$ cat config.mk
export PLATFORM = sky130hd
export DESIGN_NAME = if_id_decode_reg
export DESIGN_NICKNAME = d
export VERILOG_FILES = /design/src/rtl/if_id_decode_reg.sv
export SDC_FILE = /design/constraint.sdc
export NUM_CORES = 1
export LEC_CHECK = 0
export CAP_MARGIN = 20
export CORE_MARGIN = 8
export CORE_UTILIZATION = 35
export DETAILED_ROUTE_END_ITERATION = 16
export GPL_TIMING_DRIVEN = 0
export PLACE_DENSITY = 0.75
export SLEW_MARGIN = 40
export SYNTH_ARGS = -nofsm -noshare
export SYNTH_HDL_FRONTEND = slang
export SYNTH_SLANG_ARGS = --single-unit
$ cat constraint.sdc
create_clock -name clk -period 1.4 [get_ports clk]
set_input_delay 0.28 -clock clk [delete_from_list [all_inputs] [get_ports clk]]
set_output_delay 0.28 -clock clk [all_outputs]
set_load 0.02 [all_outputs]
$ cat src/rtl/if_id_decode_reg.sv
// IF/ID pipeline register with immediate pre-decode.
// Captures the fetched instruction word and PC+4, and registers the 2-bit
// extension control for the ID-stage immediate extender. The code is
// registered alongside the word, so ID needs no decode logic of its own.
// Stall holds every output. Flush and reset both insert a bubble.
module if_id_decode_reg #(
  parameter logic [31:0] PC_RESET  = 32'h0000_3000,
  parameter logic [31:0] NOP_INSTR = 32'h0000_0000
) (
  input  logic        clk,
  input  logic        reset_n,
  input  logic        en,
  input  logic        flush,
  input  logic [31:0] instr_in,
  input  logic [31:0] pc4_in,
  input  logic        valid_in,
  output logic [31:0] instr_out,
  output logic [31:0] pc4_out,
  output logic        valid_out,
  output logic [15:0] imm16,
  output logic [1:0]  ext_ctrl,
  output logic [4:0]  rs,
  output logic [4:0]  rt,
  output logic [4:0]  rd
);

  localparam logic [1:0] EXT_SIGN = 2'b00;
  localparam logic [1:0] EXT_ZERO = 2'b01;
  localparam logic [1:0] EXT_LUI  = 2'b10;
  localparam logic [1:0] EXT_NONE = 2'b11;

  // Opcode -> extender mode. Anything without a 16-bit immediate
  // (R-type, j/jal, unknown) selects the zero-output mode.
  function automatic logic [1:0] decode_ext(input logic [5:0] op);
    logic [1:0] code;
    case (op)
      6'b001000, 6'b001001, 6'b001010, 6'b001011,  // addi addiu slti sltiu
      6'b100011, 6'b101011,                        // lw sw
      6'b100000, 6'b100100, 6'b100001, 6'b100101,  // lb lbu lh lhu
      6'b101000, 6'b101001,                        // sb sh
      6'b000100, 6'b000101:                        // beq bne
        code = EXT_SIGN;
      6'b001100, 6'b001101, 6'b001110:             // andi ori xori
        code = EXT_ZERO;
      6'b001111:                                   // lui
        code = EXT_LUI;
      default:
        code = EXT_NONE;
    endcase
    return code;
  endfunction

  // Pipeline register: reset/flush insert a bubble, en=0 holds, else load.
  always_ff @(posedge clk) begin
    if (!reset_n || flush) begin
      instr_out <= NOP_INSTR;
      pc4_out   <= PC_RESET;
      valid_out <= 1'b0;
      ext_ctrl  <= EXT_NONE;
    end else if (en) begin
      instr_out <= instr_in;
      pc4_out   <= pc4_in;
      valid_out <= valid_in;
      ext_ctrl  <= decode_ext(instr_in[31:26]);
    end
  end

  // Field taps come straight off the captured word, so they always agree
  // with ext_ctrl.
  assign imm16 = instr_out[15:0];
  assign rs    = instr_out[25:21];
  assign rt    = instr_out[20:16];
  assign rd    = instr_out[15:11];

endmodule

==> results_tabular.tex <==
\begin{tabular}{lr}
\hline
Metric & Value \\
\hline
\multicolumn{2}{l}{\textbf{Status}} \\
Outcome & finished, final reports clean \\
\multicolumn{2}{l}{\textbf{Setup path}} \\
Data required time at the worst endpoint & 1.12 ns \\
FF-to-FF setup slack & 0.64 ns \\
Type of the worst setup path & register to primary output \\
Endpoint of the worst register-to-register path & pc4\_out[13]\$\_SDFFE\_PP1P\_ \\
Highest net fanout along the worst path & 3 \\
Number of cells on the worst reg-to-reg path & 2 \\
Startpoint type of the worst setup path & register \\
Worst path arrival time & 1.08 ns \\
Type of destination of the critical path & primary output \\
RR Startpoint & pc4\_out[13]\$\_SDFFE\_PP1P\_ \\
\multicolumn{2}{l}{\textbf{Pwr}} \\
P\_int & 0.003428 W \\
Power per cell area & 991.6 mW/mm² \\
Peak supply drop & 0.5879 mV \\
Share of total power consumed by net switching & 24.33\% \\
Clock power share & 39.5\% \\
Leakage power total & 2.286 nW \\
Seq pwr share & 44.3\% \\
Part of the total power dissipated in combinational logic & 16.2\% \\
Net Sw Power & 0.001102 W \\
\multicolumn{2}{l}{\textbf{CTS}} \\
Max clock buf depth & 2 \\
Buffers inserted by post-CTS timing repair & 0 \\
Buffer cell driving the clock tree root & clkbuf\_8 \\
Insertion delay of the later-clocked pin in the worst-skew pair & 0.32 ns \\
CTS sink count & 67 \\
CTS Buf Count & 9 \\
Clock slew at reported path FFs & 0.07 ns \\
Total number of H-tree levels & 3 \\
CTS tree & built \\
\multicolumn{2}{l}{\textbf{Final layout}} \\
Final antenna diode count & 0 \\
Post-route core utilization & 60.37\% \\
\# fillers & 692 \\
Area grow syn2layout & 71.25\% \\
Layout cells sized above 1 & 22.05\% \\
Multi-input gate area & 992.2 µm² \\
Number of cells in the finished layout apart from fillers & 542 \\
Highest-count cells in the layout ignoring fill and taps & 67 x clkdlybuf4s50\_1, 67 x dlygate4sd2\_1, 63 x mux2i\_1, 63 x nor2\_1, 61 x dfxtp\_1 \\
Sequential cell area & 0.001349 mm² \\
Count of nets after finishing & 504 \\
\multicolumn{2}{l}{\textbf{Timing}} \\
Minimum period implied by the final worst setup slack & 1.356 ns \\
RSZ-0062 raised after global routing & false \\
Clk\_skew & 0 ns \\
Maximum clock rate & 0.7375 GHz \\
Transition time at the pin with the least slew margin & 0.2890 ns \\
Hold Violations, Final & 0 \\
Relative slew slack & 80.73\% \\
Post-route clock period utilization & 96.85\% \\
Total count of max-transition violations in the final report & 0 \\
Final setup viols & 0 \\
Setup Total Neg Slack & 0 ns \\
\multicolumn{2}{l}{\textbf{Logic synthesis}} \\
Synthesized net count & 328 \\
Synth top area share & 50.28\% \\
Share of the yosys chip area belonging to registers & 50.28\% \\
Mean cell area of the mapped netlist & 10.30 µm² \\
Cell count after synthesis & 259 \\
Distinct cell type count of the synthesized netlist & 18 \\
Biggest area contributors in the synthesized netlist & dfxtp\_1 50\%, mux2i\_1 24\%, buf\_4 9.8\% \\
Cell area after synthesis & 0.002668 mm² \\
Dominant cell type by area after synthesis & dfxtp\_1 \\
Register bit total from synthesis & 67 \\
Number of warnings printed during yosys synthesis & 0 \\
\multicolumn{2}{l}{\textbf{Floorplanning}} \\
Die Height & 103.3 µm \\
Row count & 32 \\
Placeable Area & 0.007567 mm² \\
Count of pins on the block boundary & 167 \\
Effective utilization at floorplan & 35.25\% \\
Total Die Area & 0.01067 mm² \\
Horizontal extent of the die & 103.3 µm \\
\multicolumn{2}{l}{\textbf{Global route}} \\
Met2 capacity usage during global routing & 24.76\% \\
Met3 usage in global routing & 6.091\% \\
Met1 demand-to-capacity share in global routing & 15.65\% \\
Global router's overall resource usage & 14.45\% \\
Number of global-route vias before repair & 2419 \\
Grt peak-use layer & met2 \\
Pin count of the biggest net entering global routing & 13 \\
First-pass GRT wire length & 11920 µm \\
Number of antenna violations at the first check in global routing & 0 \\
Overall overflow remaining after global route & 0 \\
\multicolumn{2}{l}{\textbf{Placement}} \\
Number of I/O port buffers & 165 \\
Dpl hpwl & 6353 µm \\
Inst Count DP & 526 \\
Final weighted congestion in routability-driven placement & 0.7619 \\
\multicolumn{2}{l}{\textbf{Drt}} \\
Final WL & 7907 µm \\
Final ANT Viol Nets & 0 \\
Vias & 2322 \\
Detailed Route Iter0 Violations & 29 \\
Number of search-and-repair iterations in the first detailed-routing pass & 4 \\
Per-cell via count in the routed design & 4.284 \\
Routed wirelength normalized by instance count & 14.59 µm \\
Residual DRC count & 0 \\
\multicolumn{2}{l}{\textbf{Min path}} \\
Min-delay src & en \\
Number of cells on the worst hold path & 3 \\
Worst min-delay path endpoint & pc4\_out[12]\$\_SDFFE\_PP1P\_ \\
HP Class & primary input to register \\
\multicolumn{2}{l}{\textbf{Run}} \\
Maximum capacitance violations & 0 \\
\hline
\end{tabular}
## worst max-delay path, stage by stage, from the launching register on
cell,delay (ns)
dfxtp_1,0.35
buf_4,0.11
clkdlybuf4s15_1,0.29
## metrics by stage
step | worst slack [ns] | hold slack [ns] | instance area [µm²] | power [W]
4_1_cts | 0.005433 | 0.3345 | 4607 | 0.004592
3_5_place_dp | -0.3306 | 0.4841 | 4447 | 0.002851
2_1_floorplan | 0.3037 | 0.4024 | 2668 | 0.002423
3_3_place_gp | -0.3166 | 0.4717 | 4447 | 0.002836
6_report | 0.04403 | 0.3485 | 4568 | 0.004530
5_1_grt | 0.004882 | 0.3641 | 4568 | 0.004731
## worst max path at each step
stage                               start                         end  cells past startpoint
2_1_floorplan                          en  instr_out[11]$_SDFFE_PP0P_                      5
3_3_place_gp                        flush    pc4_out[20]$_SDFFE_PP0P_                      6
3_5_place_dp                        flush  instr_out[15]$_SDFFE_PP0P_                      6
4_1_cts        instr_out[18]$_SDFFE_PP0P_                       rt[2]                      2
5_1_grt        instr_out[19]$_SDFFE_PP0P_                       rt[3]                      2
6_report       instr_out[19]$_SDFFE_PP0P_                       rt[3]                      2
## logic make-up after synthesis
kind of cell / count (synthesis) / synth area share, %
and+or+nand+nor: 73 / 11.12
AOI/OAI and AO/OA: 8 / 2.439
DFF: 67 / 50.28
buffers and inverters: 48 / 12.52
muxes: 63 / 23.64
## layer usage
metal / share of wire [%] / vias to the layer above
li1: - / 1176
met1: 39 / 1052
met5: 0 / -
met4: 0.63 / 0
met2: 50 / 88
met3: 10 / 6
## sequential cells by signal, summed over array words and instances (netlist names)
name and flops:
ext_ctrl 2, instr_out 32, pc4_out 32, valid_out 1
## layout make-up
type / instances / area share (%)
plain buffers: 47 / 7.532
inverters: 1 / 0.08217
multi-input cells: 144 / 21.72
clock buffers: 10 / 3.013
clock inverters: 6 / 1.945
well taps: 102 / 2.794
flip-flops and latches: 67 / 29.53
repair buffers: 165 / 33.39
## power groups by stage
stage | registers, W | clock network, W | logic (W)
2_1_floorplan | 0.00212 | 0 | 0.000299
3_3_place_gp | 0.00205 | 0 | 0.000788
3_5_place_dp | 0.00205 | 0 | 0.000799
4_1_cts | 0.00201 | 0.00184 | 0.000747
5_1_grt | 0.00201 | 0.00192 | 0.000793
6_report | 0.00201 | 0.00179 | 0.000736
## synth_stat cells
library cell	instances
a211o_1	3
a21bo_1	1
a221o_1	1
a31oi_1	3
and3_1	1
buf_2	6
buf_4	35
buf_6	2
clkbuf_1	4
dfxtp_1	67
inv_1	1
mux2i_1	63
nand2_1	1
nand2b_1	2
nor2_1	63
nor2b_1	2
nor3_1	2
nor3b_1	2
## timing repair
action                                  4_1_cts  5_1_grt
gates resized for setup                     145       29
endpoints found under the setup margin       98       69
pin swaps                                     0        0
hold buffers                                  0        0
Note: power is estimated with default switching activity, not from simulation.
